## src/rtl/ram_burst_ctrl.sv

```systemverilog
`default_nettype none
// +----------------------------------------------------------------------------+
// | Module   : ram_burst_ctrl                                                  |
// | Purpose  : Burst write/read sequencer in front of a 2^AW x DW RAM. Accepts |
// |            commands over valid/ready, drives one RAM strobe per beat and   |
// |            returns read beats over a back-pressured response channel.      |
// |            RD_LAT is the RAM read latency and must lie in 1..4.            |
// | Revision : 1.0 - initial release                                           |
// +----------------------------------------------------------------------------+
module ram_burst_ctrl #(
  parameter int DW     = 8,
  parameter int AW     = 3,
  parameter int RD_LAT = 1
) (
  input  logic          clk,
  input  logic          rst,        // asynchronous, active low
  input  logic          cmd_valid,
  output logic          cmd_ready,
  input  logic          cmd_wr,
  input  logic [AW-1:0] cmd_addr,
  input  logic [AW-1:0] cmd_len,
  input  logic          w_valid,
  output logic          w_ready,
  input  logic [DW-1:0] w_data,
  output logic          rsp_valid,
  input  logic          rsp_ready,
  output logic [DW-1:0] rsp_data,
  output logic [AW-1:0] mem_addr,
  output logic          mem_we,
  output logic          mem_re,
  output logic [DW-1:0] mem_wdata,
  input  logic [DW-1:0] mem_rdata,
  output logic          busy
);

  // Wait counter wide enough for the largest legal read latency.
  localparam int                 c_CNT_W     = 3;
  localparam logic [c_CNT_W-1:0] c_WAIT_LAST = c_CNT_W'(RD_LAT - 1);

  typedef enum logic [2:0] {
    S_IDLE  = 3'd0,
    S_WRITE = 3'd1,
    S_ISSUE = 3'd2,
    S_WAIT  = 3'd3,
    S_RESP  = 3'd4
  } state_t;

  state_t               r_state;
  state_t               w_state_next;

  logic [AW-1:0]        r_cur_addr;
  logic [AW-1:0]        r_beats_left;
  logic [c_CNT_W-1:0]   r_wait_cnt;

  logic                 w_cmd_hs;     // command accepted this cycle
  logic                 w_beat_hs;    // write beat accepted this cycle
  logic                 w_rsp_hs;     // response beat consumed this cycle
  logic                 w_wait_done;  // final cycle of the read latency window
  logic                 w_issue_set;  // a read strobe fires next cycle
  logic [AW-1:0]        w_issue_addr; // address for that read strobe
  logic                 w_last;       // current beat is the final one
  logic [AW-1:0]        w_addr_inc;

  assign w_last     = (r_beats_left == '0);
  assign w_addr_inc = r_cur_addr + 1'b1;

  // State register; reset forces IDLE immediately, even mid-burst.
  always_ff @(posedge clk or negedge rst) begin
    if (!rst) begin
      r_state <= S_IDLE;
    end else begin
      r_state <= w_state_next;
    end
  end

  // Next-state decode, handshake qualification and channel ready/valid.
  always_comb begin
    w_state_next = r_state;
    cmd_ready    = 1'b0;
    w_ready      = 1'b0;
    rsp_valid    = 1'b0;
    busy         = 1'b1;
    w_cmd_hs     = 1'b0;
    w_beat_hs    = 1'b0;
    w_rsp_hs     = 1'b0;
    w_wait_done  = 1'b0;
    w_issue_set  = 1'b0;
    w_issue_addr = w_addr_inc;

    case (r_state)
      S_IDLE: begin
        busy      = 1'b0;
        // Ready is suppressed while reset is held so no command is seen.
        cmd_ready = rst;
        if (cmd_valid) begin
          w_cmd_hs = 1'b1;
          if (cmd_wr) begin
            w_state_next = S_WRITE;
          end else begin
            w_state_next = S_ISSUE;
            w_issue_set  = 1'b1;
            w_issue_addr = cmd_addr;
          end
        end
      end

      S_WRITE: begin
        w_ready = 1'b1;
        if (w_valid) begin
          w_beat_hs = 1'b1;
          if (w_last) begin
            w_state_next = S_IDLE;
          end
        end
      end

      S_ISSUE: begin
        // The read strobe is already on the RAM pins during this cycle.
        w_state_next = S_WAIT;
      end

      S_WAIT: begin
        if (r_wait_cnt == c_WAIT_LAST) begin
          w_wait_done  = 1'b1;
          w_state_next = S_RESP;
        end
      end

      S_RESP: begin
        rsp_valid = 1'b1;
        if (rsp_ready) begin
          w_rsp_hs = 1'b1;
          if (w_last) begin
            w_state_next = S_IDLE;
          end else begin
            w_state_next = S_ISSUE;
            w_issue_set  = 1'b1;
          end
        end
      end

      default: begin
        w_state_next = S_IDLE;
      end
    endcase
  end

  // Burst bookkeeping: load on command, advance on every completed beat.
  always_ff @(posedge clk or negedge rst) begin
    if (!rst) begin
      r_cur_addr   <= '0;
      r_beats_left <= '0;
    end else if (w_cmd_hs) begin
      r_cur_addr   <= cmd_addr;
      r_beats_left <= cmd_len;
    end else if (w_beat_hs || (w_rsp_hs && !w_last)) begin
      r_cur_addr <= w_addr_inc;
      if (!w_last) begin
        r_beats_left <= r_beats_left - 1'b1;
      end
    end
  end

  // RAM strobes: one-cycle pulses, address/data hold when idle.
  always_ff @(posedge clk or negedge rst) begin
    if (!rst) begin
      mem_we    <= 1'b0;
      mem_re    <= 1'b0;
      mem_addr  <= '0;
      mem_wdata <= '0;
    end else begin
      mem_we <= w_beat_hs;
      mem_re <= w_issue_set;
      if (w_beat_hs) begin
        mem_addr  <= r_cur_addr;
        mem_wdata <= w_data;
      end else if (w_issue_set) begin
        mem_addr <= w_issue_addr;
      end
    end
  end

  // Read latency counter, cleared whenever the FSM is outside WAIT.
  always_ff @(posedge clk or negedge rst) begin
    if (!rst) begin
      r_wait_cnt <= '0;
    end else if (r_state == S_WAIT) begin
      r_wait_cnt <= r_wait_cnt + 1'b1;
    end else begin
      r_wait_cnt <= '0;
    end
  end

  // Response data capture at the end of the latency window; held through RESP.
  always_ff @(posedge clk or negedge rst) begin
    if (!rst) begin
      rsp_data <= '0;
    end else if (w_wait_done) begin
      rsp_data <= mem_rdata;
    end
  end

endmodule
`default_nettype wire

```

## config.mk

```make
export PLATFORM = sky130hd
export DESIGN_NAME = ram_burst_ctrl
export DESIGN_NICKNAME = d
export VERILOG_FILES = /design/src/rtl/ram_burst_ctrl.sv
export SDC_FILE = /design/constraint.sdc
export NUM_CORES = 1
export LEC_CHECK = 0
export CELL_PAD_IN_SITES_DETAIL_PLACEMENT = 1
export CELL_PAD_IN_SITES_GLOBAL_PLACEMENT = 2
export CORE_MARGIN = 10
export CORE_UTILIZATION = 27
export CTS_BUF_LIST = sky130_fd_sc_hd__clkbuf_16
export DETAILED_ROUTE_END_ITERATION = 8
export PLACE_DENSITY_LB_ADDON = 0.1
export SLEW_MARGIN = 25
export SYNTH_ARGS = -nofsm -noshare
export SYNTH_HDL_FRONTEND = slang
export SYNTH_SLANG_ARGS = --single-unit
```

## constraint.sdc

```tcl
create_clock -name clk -period 2.3 [get_ports clk]
set_input_delay 0.23 -clock clk [delete_from_list [all_inputs] [get_ports clk]]
set_output_delay 0.23 -clock clk [all_outputs]
set_load 0.005 [all_outputs]
```

---- Word-level counts from Yosys, hierarchy flattened ----
Cells that the tools add are included.
word-level totals
  input port bits ......................... 28
  memory bits (writable) .................. 0
  ROM bits ................................ 0
  flip-flop bits (word level) ............. 33
  latch bits .............................. 0
  logic and storage cells ................. 68
  output and inout bits ................... 25
  memories ................................ 0
cells by class
  multipliers ............................. 0
  order comparisons ....................... 0
  shift operators ......................... 0
  $add $sub $neg .......................... 3
  equal/unequal tests ..................... 10
  bitwise logic cells ..................... 0
  mux-type cells .......................... 36
  div/mod/pow operators ................... 0
  reduce and logical (&&, ||, !) cells .... 10
operators with widths
  kind                 count
  $mux 3               16
  $mux 1               16
  $pmux 3 s5           1
  $ne 2x2->1 const B   6
  $logic_not 3->1      3
  $add 3x1->3 const B  2
  $eq 3x2->1 const B   2
  $reduce_and 5->1     1
  $mux 2               2
  $reduce_bool 2->1    2
  $eq 3x1->1 const B   1
  $eq 3x3->1 const B   1
  $sub 3x1->3 const B  1
  $pmux 1 s2           1
  $reduce_and 2->1     1
  $logic_and 1x1->1    1
  $logic_not 1->1      1
  $logic_or 1x1->1     1

---- Logic depth before layout (Yosys ltp) ----
  depth after elaboration ................. 6
  mapped depth ............................ 7
  mapped depth without buffers ............ 6

---- Worst setup path before layout ----
OpenSTA, ideal clock, no wires.
  path type ............................... register -> register
  from .................................... register r_beats_left[0]
  to ...................................... register mem_addr[2]
  buffers on the path ..................... 1
  library setup time ...................... 124 ps
  stages on the path, launching flop included .. 8
  clock period less this slack ............ 1587 ps
  setup slack ............................. 713 ps
  data required time ...................... 2176 ps
  data arrival time ....................... 1463 ps
  path through ............................ dfrtp_1 -> inv_1 -> ha_1 -> nand2b_1 -> nand3_1 -> clkbuf_1 -> o21ai_0 -> a211o_1
between the ends
  longest elaborated chain between the ends .. 5
ends and longest elaborated chain
  item                         RTL line  RTL
  start, declared              52        logic [AW-1:0] r_beats_left;
  start signal, assigned       155       r_beats_left <= cmd_len;
  start signal, assigned       159       r_beats_left <= r_beats_left - 1'b1;
  $logic_not 3->1              64        assign w_last = (r_beats_left == '0);
  $mux 1                       133       if (w_last) begin
  $mux 1                       131       if (rsp_ready) begin
  $pmux 1 s2                   90        case (r_state)
  $reduce_bool 2->1 (no line)  --
  end signal, assigned         175       mem_addr <= r_cur_addr;
  end signal, assigned         178       mem_addr <= w_issue_addr;
  end, declared                28        output logic [AW-1:0] mem_addr,
Every way passes these cells.
A chain may end at the register's enable or synchronous reset.

---- Worst setup path in the final report ----
  from .................................... register r_state[1]
  to ...................................... output cmd_ready
between the ends
  longest elaborated chain between the ends .. 2
ends and longest elaborated chain
  item                    RTL line  RTL
  start, declared         48        state_t r_state;
  start signal, assigned  72        r_state <= w_state_next;
  $logic_not 3->1         90
  $mux 1                  90
  end, declared           18        output logic cmd_ready,
Every way passes these cells.

==> flow_summary.toml <==
[synthesis]
ys_ff_latch = 33
syn_nets = 186
ys_types = 36
syn_area_um2 = 1550
ys_seq_area_share_pct = 53.3
syn_inst = 153
yosysWarnings = 0
synth.avg_cell_area_um2 = 10.1

[clocking]
cts-root-buf = "clkbuf_16"
clk_latency_ps = 270
clkTransAtPathRegs_ps = 50
cts_resized = 0
cts.sinks = 33
htree_levels = 2
cts_max_path_buffers = 2
cts_hold_buf = 0
cts_tree = "done"
numCtsBuffers = 5
post_cts_buffers = 0

[worst_setup_path]
path_class = "flip-flop to output pin"
path_cells = "nor3_1 > and2_1 > clkdlybuf4s50_1"
slowest_stage = "clkdlybuf4s50_1"
arrival_ps = 1820
cp_slowest_stage_delay_ps = 500
required_ps = 2070
cp-start-kind = "flip-flop"
crit_fanout = 6
end_kind = "output pin"
r2r.worst_path.cells = 4

[hold_path]
hold_class = "input port to async pin"

[detailed_routing]
num_vias = 1333
dr.first_iter.drc_count = 46
ant_nets = 0
wirelength_um = 4680
avgRoutedWirePerCell_um = 16.6
firstDrtPassIters = 4
viasPerCell = 4.71
drc_errors = 0

[power_and_ir_drop]
power_switching_mw = 0.973
p_clk_share_pct = 21.8
p_leak_nw = 1.02
p_comb_share_pct = 43.5
powerDensity_nw_per_um2 = 1270
ir_drop_mv = 0.395
power.internal_mw = 1.94
swShare_pct = 33.4
pwr-share-seq_pct = 34.7

[timing]
setup_viol = 0
finalHoldWorstSlack_ps = 404
period_share_pct = 89.0
setup-tns-final_ps = 0
worst_pin_slew_ps = 484
rsz0062_at_grt = "false"
hold_viol_final = 0
drv_slew = 0
slew_headroom_pct = 67.7
fin_skew_ps = 3.66
fmax_ghz = 0.489
finalCriticalPeriod_ps = 2050
fin_ws_ps = 254

[layout]
final_nets = 243
multiInputGateArea_um2 = 661
layout-drive-gt1-share_pct = 10.4
syn2layout_area_growth_pct = 48.3
n_fill_cell = 628
final_cell_mix = "52 x clkdlybuf4s50_1, 33 x dfrtp_1, 29 x nand2_1"
layout_commonest_cell = "clkdlybuf4s50_1"
antenna_cells = 0
regArea_um2 = 826

[die]
die_y_um = 95.8
die_w_um = 95.8
die-area_um2 = 9170
ios = 53
initial_core_util_pct = 28.0
fp.coreArea_um2 = 5540
rows = 27

[run]
cap_violations = 0

[place]
hpwl_um = 3570
place.gp.congestion = 0.807
post-place-ws_ps = 347
portBuffers = 52

[grt]
grt_pass1_vias = 1433
grt_usage_pct = 10.8
grt_max_degree = 34
grt_antenna_before_repair = 0
overflow = 0
grt_pass1_wl_um = 7530

[outcome]
outcome = "completed"
power groups by stage:
stage	clock network, mW	logic [mW]	registers [mW]
4_1_cts	0.662	1.30	1.02
3_3_place_gp	0	1.25	1.00
5_1_grt	0.682	1.42	1.05
2_1_floorplan	0	0.603	1.00
3_5_place_dp	0	1.30	1.02
6_report	0.634	1.27	1.01
worst max-delay path, delay by kind of cell, from the launching register on:
| family | cells | cell delay (ps) |
|---|---|---|
| flops | 1 | 440 |
| buf+inv | 1 | 500 |
| simple gates | 2 | 590 |
routing by layer:
layer / global-route usage [%] / vias up / share of wire, %
met5: 0 / - / 0
met4: 4.05 / 0 / 1.4
met3: 5.68 / 4 / 9.8
met2: 17.6 / 35 / 47
met1: 11.8 / 657 / 41
li1: - / 637 / -
final cells by class:
cell class / count / share of cell area, %
clock inverter: 3 / 0.598
multi-input combinational: 103 / 28.7
inverter: 13 / 2.12
tap: 72 / 3.92
sequential: 33 / 35.9
clock buffer: 5 / 5.44
timing repair buffer: 54 / 23.3
registers in the layout (all words and copies together), names as in the netlist:
register	cells
r_beats_left	3
mem_re	1
rsp_data	8
mem_wdata	8
r_state	3
mem_we	1
mem_addr	3
r_cur_addr	3
r_wait_cnt	3
final timing paths:
path,start,to,slack [ps]
setup / recovery,r_state[1],cmd_ready,250
hold reg to reg,r_wait_cnt[0],r_wait_cnt[0],470
setup reg to reg,r_state[2],mem_addr[2],320
hold / removal,rst,mem_re,400
max in group asynchronous,rst,r_cur_addr[2],1570
min in group clk,r_wait_cnt[0],r_wait_cnt[0],470
Yosys cell counts (all sizes together):
cell type,count,share of area (%)
clkbuf,4,0.97
nor3,2,0.65
o31ai,1,0.48
and4,3,1.7
nor2,11,2.8
a211o,1,0.57
o21ai,6,1.9
nand3,2,0.65
or2b,1,0.48
or4,1,0.48
or3,2,0.81
nand2b,3,1.2
a41oi,1,0.57
o211ai,2,0.97
nor3b,3,2.1
o31a,1,0.57
nand2,29,7.0
nand3b,2,0.97
a31oi,6,2.8
dfrtp,33,53
a22oi,1,0.48
o32ai,1,0.57
a21oi,4,1.3
xnor2,1,0.57
ha,5,4.0
a21o,1,0.48
mux2,8,5.8
o2111ai,1,0.57
and2,2,0.81
xor2,1,0.57
mux2i,1,0.65
inv,13,3.1
kinds of logic after synthesis:
kind of cell / Yosys count / synth area share (%)
and+or+nand+nor: 61 / 19.7
DFF: 33 / 53.3
xor gates and xnor gates: 2 / 1.13
adders and majority gates: 5 / 4.04
buffers and inverters: 17 / 4.12
muxes: 9 / 6.46
AOI/OAI and AO/OA: 26 / 11.3
per-stage QoR:
step	instances	cell area [um2]	power [mW]	util, %
floorplan	153	1550	1.61	-
global placement	275	2160	2.26	39.0
detailed placement	275	2160	2.31	39.0
CTS	283	2300	2.98	41.5
global route	283	2300	3.15	41.5
finish	283	2300	2.91	41.5
Note: power is estimated with default switching activity, not from simulation.
